===== src/rtl/systolic_pe_v2.sv =====
// Systolic-array processing element: output-stationary MAC with psum drain chain, or weight-stationary psum adder.
// Defining PE_SAT_EN compiles in saturating accumulation and the sticky ovf flag.
module systolic_pe_v2 #(
  parameter int DATA_W = 8,
  parameter int ACC_W  = 24
) (
  input  logic              clk,
  input  logic              reset,
  input  logic              mode,
  input  logic              clear,
  input  logic              drain,
  input  logic              load_w,
  input  logic [DATA_W-1:0] in_a,
  input  logic              in_a_valid,
  input  logic [DATA_W-1:0] in_b,
  input  logic              in_b_valid,
  input  logic [ACC_W-1:0]  in_psum,
  input  logic              in_psum_valid,
  output logic [DATA_W-1:0] out_a,
  output logic              out_a_valid,
  output logic [DATA_W-1:0] out_b,
  output logic              out_b_valid,
  output logic [ACC_W-1:0]  out_psum,
  output logic              out_psum_valid,
  output logic              w_loaded,
  output logic              ovf
);

  typedef enum logic {
    S_ACC   = 1'b0,
    S_DRAIN = 1'b1
  } state_t;

  state_t                   r_state;
  logic                     r_mode;
  logic signed [ACC_W-1:0]  r_acc;
  logic [DATA_W-1:0]        r_w;
  logic                     r_ovf;

  logic                     w_pair;
  logic                     w_mode_chg;
  logic [DATA_W-1:0]        w_mul_b;
  logic signed [2*DATA_W-1:0] w_prod;
  logic signed [ACC_W-1:0]  w_prod_ext;
  logic signed [ACC_W-1:0]  w_add_lhs;
  logic signed [ACC_W-1:0]  w_sum_raw;
  logic signed [ACC_W-1:0]  w_sum;
  logic                     w_clamp;

  assign w_pair     = in_a_valid & in_b_valid;
  assign w_mode_chg = mode ^ r_mode;

  // One multiplier serves both dataflows: OS multiplies the streamed B, WS the stationary weight.
  assign w_mul_b    = mode ? r_w : in_b;
  assign w_prod     = $signed(in_a) * $signed(w_mul_b);
  assign w_prod_ext = ACC_W'(w_prod);
  assign w_add_lhs  = mode ? $signed(in_psum) : r_acc;
  assign w_sum_raw  = w_add_lhs + w_prod_ext;

`ifdef PE_SAT_EN
  function automatic logic [ACC_W-1:0] sat_limit(input logic neg);
    sat_limit = neg ? {1'b1, {(ACC_W-1){1'b0}}} : {1'b0, {(ACC_W-1){1'b1}}};
  endfunction

  logic w_sum_ovf;
  // Signed overflow: operands share a sign that the result does not.
  assign w_sum_ovf = (w_add_lhs[ACC_W-1] == w_prod_ext[ACC_W-1]) &&
                     (w_sum_raw[ACC_W-1] != w_add_lhs[ACC_W-1]);
  assign w_clamp   = w_sum_ovf;
  assign w_sum     = w_sum_ovf ? $signed(sat_limit(w_add_lhs[ACC_W-1])) : w_sum_raw;
`else
  assign w_clamp   = 1'b0;
  assign w_sum     = w_sum_raw;
`endif

  assign ovf = r_ovf;

  always_ff @(posedge clk) begin
    if (reset) begin
      out_a          <= {DATA_W{1'b0}};
      out_a_valid    <= 1'b0;
      out_b          <= {DATA_W{1'b0}};
      out_b_valid    <= 1'b0;
      out_psum       <= {ACC_W{1'b0}};
      out_psum_valid <= 1'b0;
      w_loaded       <= 1'b0;
      r_ovf          <= 1'b0;
      r_acc          <= {ACC_W{1'b0}};
      r_w            <= {DATA_W{1'b0}};
      r_state        <= S_ACC;
      r_mode         <= 1'b0;
    end else begin
      out_a       <= in_a;
      out_a_valid <= in_a_valid;
      out_b       <= in_b;
      out_b_valid <= in_b_valid;
      r_mode      <= mode;
      if (w_mode_chg) begin
        r_acc          <= {ACC_W{1'b0}};
        r_w            <= {DATA_W{1'b0}};
        w_loaded       <= 1'b0;
        r_ovf          <= 1'b0;
        r_state        <= S_ACC;
        out_psum_valid <= 1'b0;
      end else if (!mode) begin
        case (r_state)
          S_ACC: begin
            // Drain takes priority over a coincident operand pair.
            if (drain) begin
              out_psum       <= r_acc;
              out_psum_valid <= 1'b1;
              r_acc          <= {ACC_W{1'b0}};
              r_state        <= S_DRAIN;
            end else begin
              out_psum_valid <= 1'b0;
              if (clear) begin
                r_acc <= w_pair ? w_prod_ext : {ACC_W{1'b0}};
              end else if (w_pair) begin
                r_acc <= w_sum;
                r_ovf <= r_ovf | w_clamp;
              end
            end
          end
          S_DRAIN: begin
            out_psum       <= in_psum;
            out_psum_valid <= in_psum_valid;
            if (!drain) begin
              r_state <= S_ACC;
            end
          end
          default: begin
            r_state        <= S_ACC;
            out_psum_valid <= 1'b0;
          end
        endcase
      end else begin
        if (in_a_valid) begin
          out_psum_valid <= in_psum_valid;
          if (w_loaded) begin
            out_psum <= w_sum;
            r_ovf    <= r_ovf | w_clamp;
          end else begin
            out_psum <= in_psum;
          end
        end else begin
          out_psum_valid <= 1'b0;
        end
        // A weight loaded here is first used on the next cycle.
        if (load_w && in_b_valid) begin
          r_w      <= in_b;
          w_loaded <= 1'b1;
        end
      end
    end
  end

endmodule


===== config.mk =====
export PLATFORM = sky130hd
export DESIGN_NAME = systolic_pe_v2
export DESIGN_NICKNAME = d
export VERILOG_FILES = /design/src/rtl/systolic_pe_v2.sv
export SDC_FILE = /design/constraint.sdc
export NUM_CORES = 1
export LEC_CHECK = 0
export CORE_MARGIN = 2
export CORE_UTILIZATION = 45
export DETAILED_ROUTE_END_ITERATION = 7
export PLACE_DENSITY = 0.67
export SLEW_MARGIN = 30
export SYNTH_ARGS = -nofsm -noshare
export SYNTH_HDL_FRONTEND = slang
export SYNTH_SLANG_ARGS = --single-unit

===== constraint.sdc =====
create_clock -name clk -period 13.3 [get_ports clk]
set_input_delay 3.99 -clock clk [delete_from_list [all_inputs] [get_ports clk]]
set_output_delay 3.99 -clock clk [all_outputs]
set_load 0.01 [all_outputs]

# After elaboration in Yosys (flattened, before gate mapping)
# Cells that the tools add are included.
[classes]
addsub = 1
n_mul = 1
n_eq_ne = 2
muxes = 15
bitwise = 5
reduce_logical = 6
[op_table]
columns = ["op", "count"]
rows = [
  ["$mux W24", 9],
  ["$pmux W24 S2", 1],
  ["$add A24 B16 Y24", 1],
  ["$mul A8 B8 Y16", 1],
  ["$mux W8", 1],
  ["$reduce_and A3 Y1", 2],
  ["$mux W1", 3],
  ["$ne A3 B3 Y1 const B", 1],
  ["$not A1 Y1", 3],
  ["$reduce_bool A3 Y1", 1],
  ["$ne A2 B1 Y1 const B", 1],
  ["$pmux W1 S2", 1],
  ["$reduce_and A2 Y1", 1],
  ["$reduce_or A2 Y1", 1],
  ["$and A1 B1 Y1", 1],
  ["$logic_and A1 B1 Y1", 1],
  ["$xor A1 B1 Y1", 1],
]
[word_totals]
reg_bits = 78
wordCells = 41

# Depth between registers and ports, before layout
[depth]
ltp_word = 6
mapped_depth = 32
depth_no_buf = 29

# Worst setup path before layout
# Ideal clock, no wire load.
[synth_timing]
path_type = "input to register"
startpoint = "input mode"
endpoint = "register r_acc[23]"
arrival_ns = 11.147
required_ns = 13.183
setup_slack_ns = 2.035
stages = 31
cell_sequence = "buf_1 > buf_1 > clkbuf_1 > mux2i_1 > nor2b_1 > fa_1 > inv_1 > fa_1 > inv_1 > fa_1 > inv_1 > fa_1 > inv_1 > ha_1 > a21oi_1 > o21bai_1 > a21oi_1 > o21bai_1 > a21oi_1 > xnor2_1 > ha_1 > a21o_1 > a21oi_1 > o21ai_0 > a41o_1 > o31a_1 > a221oi_2 > o21ai_1 > a21o_1 > a41o_1 > a32o_1"
[synth_via]
elab_chain_cells = 6
[synth_rtl]
columns = ["item", "line_no", "rtl"]
rows = [
  ["start: declaration", "9", "input logic mode,"],
  ["$mux W8", "54", "assign w_mul_b = mode ? r_w : in_b;"],
  ["$mul A8 B8 Y16", "55", "assign w_prod = $signed(in_a) * $signed(w_mul_b);"],
  ["$add A24 B16 Y24", "58", "assign w_sum_raw = w_add_lhs + w_prod_ext;"],
  ["$mux W24", "118", "end else if (w_pair) begin"],
  ["$mux W24", "116", "if (clear) begin"],
  ["$mux W24", "109", "if (drain) begin"],
  ["end signal: assignment", "112", "r_acc <= {ACC_W{1'b0}};"],
  ["end signal: assignment", "117", "r_acc <= w_pair ? w_prod_ext : {ACC_W{1'b0}};"],
  ["end signal: assignment", "119", "r_acc <= w_sum;"],
  ["end: declaration", "36", "logic signed [ACC_W-1:0] r_acc;"],
]
# Several ways; a longest one is shown, not always the timed one. The select of a mux whose other input is x is not followed.
# A chain may end at the register's enable or synchronous reset.

# Final worst setup path
[layout_timing]
startpoint = "input in_b[1]"
endpoint = "register out_psum[19]"
[layout_via]
elab_chain_cells = 6
[layout_rtl]
columns = ["item", "line_no", "rtl"]
rows = [
  ["start: declaration", "15", "input logic [DATA_W-1:0] in_b,"],
  ["$mux W8", "54", ""],
  ["$mul A8 B8 Y16", "55", ""],
  ["$add A24 B16 Y24", "58", ""],
  ["$mux W24", "139", "if (w_loaded) begin"],
  ["$mux W24", "137", "if (in_a_valid) begin"],
  ["$mux W24", "105", "end else if (!mode) begin"],
  ["end signal: assignment", "110", "out_psum <= r_acc;"],
  ["end signal: assignment", "140", "out_psum <= w_sum;"],
  ["end signal: assignment", "143", "out_psum <= in_psum;"],
  ["end: declaration", "23", "output logic [ACC_W-1:0] out_psum,"],
]
# Every way passes these cells. The select of a mux whose other input is x is not followed.

==> flow_summary.yaml <==
clock_tree:
  cts_tree: "yes"
  cts_hold_buf: 0
  cts_buffers: 9
  htreeDepth: 3
  clkLatencyLatePin_ps: 350
  root_buffer: "clkbuf_16"
  cts_resized: 0
  cts.clk_slew.worst_paths_ps: 60
  cts_setup_buffers: 0
  clk_path_buf_depth: 2
  clock_sinks: 78
cells_and_area:
  utilization_pct: 54.3
  n_antenna_cell: 0
  drive_above_1_share_pct: 6.68
  layout_commonest_cell: "inv_1"
  fin_nets: 1139
  finalNonFillerCells: 1208
  area_growth_pct: 18.0
  layout_common_cells: "97 x inv_1, 90 x clkdlybuf4s50_1, 78 x dfxtp_1, 77 x nand2_1, 69 x a21oi_1"
  fillerInstances: 1608
  stdcell_area_sq_mm: 0.00897
global_route:
  grt_pass1_vias: 6495
  antenna_found_initial: 0
  grt_first_pass_wirelength_microns: 33000
  grt_usage_pct: 23.0
  grt_overflow: 0
  grt_max_degree: 66
timing:
  fin_skew_ps: 11.3
  rsz0062_at_grt: "false"
  slew_headroom_pct: 39.1
  hold_viol: 0
  worst_pin_slew_ps: 913
  final-setup-viol-count: 0
  setup-tns-final_ps: 0
  period_minus_slack_ps: 11010
  period_share_pct: 82.8
  max_freq_mhz: 90.8
  slew_violations: 0
critical_path:
  cp.required_ps: 13530
  end_kind: "register"
  slowest_stage: "mux2i_1"
  worstSetupPathType: "in2reg"
  worstPathMaxFanout: 8
  crit_top_cell: "a21oi_1"
  critPathLaunchType: "primary input"
  arrival_ps: 11240
  r2r_cells: 28
  max_stage_delay_ps: 570
synth:
  synth_xor_area_share_pct: 4.61
  ys_ff_latch: 78
  synthFlopType: "dfxtp_1"
  synth_area_per_cell_sq_um: 8.27
  synth_fp_nets: 1074
  synth_edf_count: 0
  syn_inst: 919
  synth-compound-area-share_pct: 19.3
  syn_area_sq_mm: 0.00760
  synth_adder_area_share_pct: 23.1
  yosysSeqAreaShare_pct: 20.5
  synthSimpleGateAreaFrac_pct: 17.5
  synthDistinctLibCells: 62
  synth-async-reset-ratio_pct: 0
  synth_warnings: 0
  synth_top_family_by_area: "adder cells"
  muxShareOfSynthArea_pct: 7.74
route:
  vias: 6609
  drt-pass1-iter-count: 4
  drc: 0
  viasPerCell: 5.47
  drt_first_iter_violations: 406
  drt-wirelength-per-cell_microns: 16.4
  route.antenna.remaining_nets: 0
  routed_wl_microns: 19800
floorplanning:
  placementRows: 47
  dieHeight_microns: 134
  coreArea_sq_mm: 0.0165
  ioPinCount: 94
  start_util_pct: 46.0
  fp.dieW_microns: 134
  dieArea_sq_mm: 0.0179
placed_design:
  gp_congestion: 0.880
  dp.cells: 1193
  port_buffers: 92
  dp_hpwl_microns: 14500
  dpl_cell_area_sq_mm: 0.00867
hold_path:
  hold_class: "reg2reg"
  hold_depth: 2
pwr:
  vdd_drop_max_v: 0.000106
  p_leak_nw: 3.82
  p_per_area_mw_per_mm2: 157
outcome:
  status: "completed"
job:
  cap_violations: 0
## path summary, 6_finish.rpt
kind,start,endpoint,slack (ps)
worst max-delay path,in_b[1],out_psum[19],2290
worst min-delay path,r_w[4],r_w[4],450
worst max register to register,r_w[1],out_psum[19],6070
worst min register to register,r_w[4],r_w[4],450
## cell families after synthesis
family,after synthesis
AOI/OAI and AO/OA,224
DFF,78
other,1
buffers and inverters,144
adders and majority gates,107
xor gates and xnor gates,40
muxes,55
and+or+nand+nor,270
## power breakdown
group | internal [mW] | switching [mW] | total, mW
Sequential | 0.245 | 0.00544 | 0.250
Combinational | 0.371 | 0.540 | 0.910
Clock | 0.149 | 0.0995 | 0.248
## metal layers
| metal | track usage [%] | routed length (microns) | up-vias |
|---|---|---|---|
| li1 | - | - | 3272 |
| met1 | 29.9 | 9070 | 3171 |
| met2 | 39.8 | 9550 | 144 |
| met3 | 2.80 | 765 | 22 |
| met4 | 7.74 | 445 | 0 |
| met5 | 0 | 0 | - |
## metrics by stage
step                      setup slack [ps]  hold WS (ps)  power (mW)
after floorplan                       2040           433       0.949
after global placement                2140           440        1.15
after detailed placement              1950           449        1.15
after CTS                             2230           456        1.40
after global routing                  1780           470        1.53
final                                 2290           454        1.41
## cells in the mapped netlist, drive strengths merged (28+ instances only)
cell type  count  share of area, %
a21oi         70               4.7
nand2         77               3.8
nor2          65               3.2
inv           98               4.8
clkbuf        36               1.8
ha            50               8.2
xnor2         28               3.2
nor2b         63               5.2
mux2          30               4.4
fa            56                15
o21ai         42               2.8
dfxtp         78                21
## critical path, delay by kind of cell
kind / cells / cell delay [ps]
fa+ha+maj: 6 / 2710
mux: 1 / 570
buf+inv: 5 / 630
xor+xnor: 2 / 400
compound gates: 14 / 2770
simple gates: 1 / 150
## sequential cells by signal (all words and copies together), names as in the netlist
| name | count |
|---|---|
| out_psum_valid | 1 |
| r_w | 8 |
| out_b | 8 |
| r_acc | 24 |
| r_mode | 1 |
| r_state | 1 |
| w_loaded | 1 |
| out_psum | 24 |
| out_a | 8 |
| out_b_valid | 1 |
| out_a_valid | 1 |
## cell type report
type                            instances  area [sq um]  share of cell area (%)
Sequential cell                        78          1560                    17.4
Clock inverter                          4          47.5                   0.530
Tap cell                              220           275                    3.07
Clock buffer                           11           243                    2.71
Multi-Input combinational cell        697          5500                    61.4
Inverter                               99           372                    4.14
Timing Repair Buffer                   99           963                    10.7
Note: power is estimated with default switching activity, not from simulation.
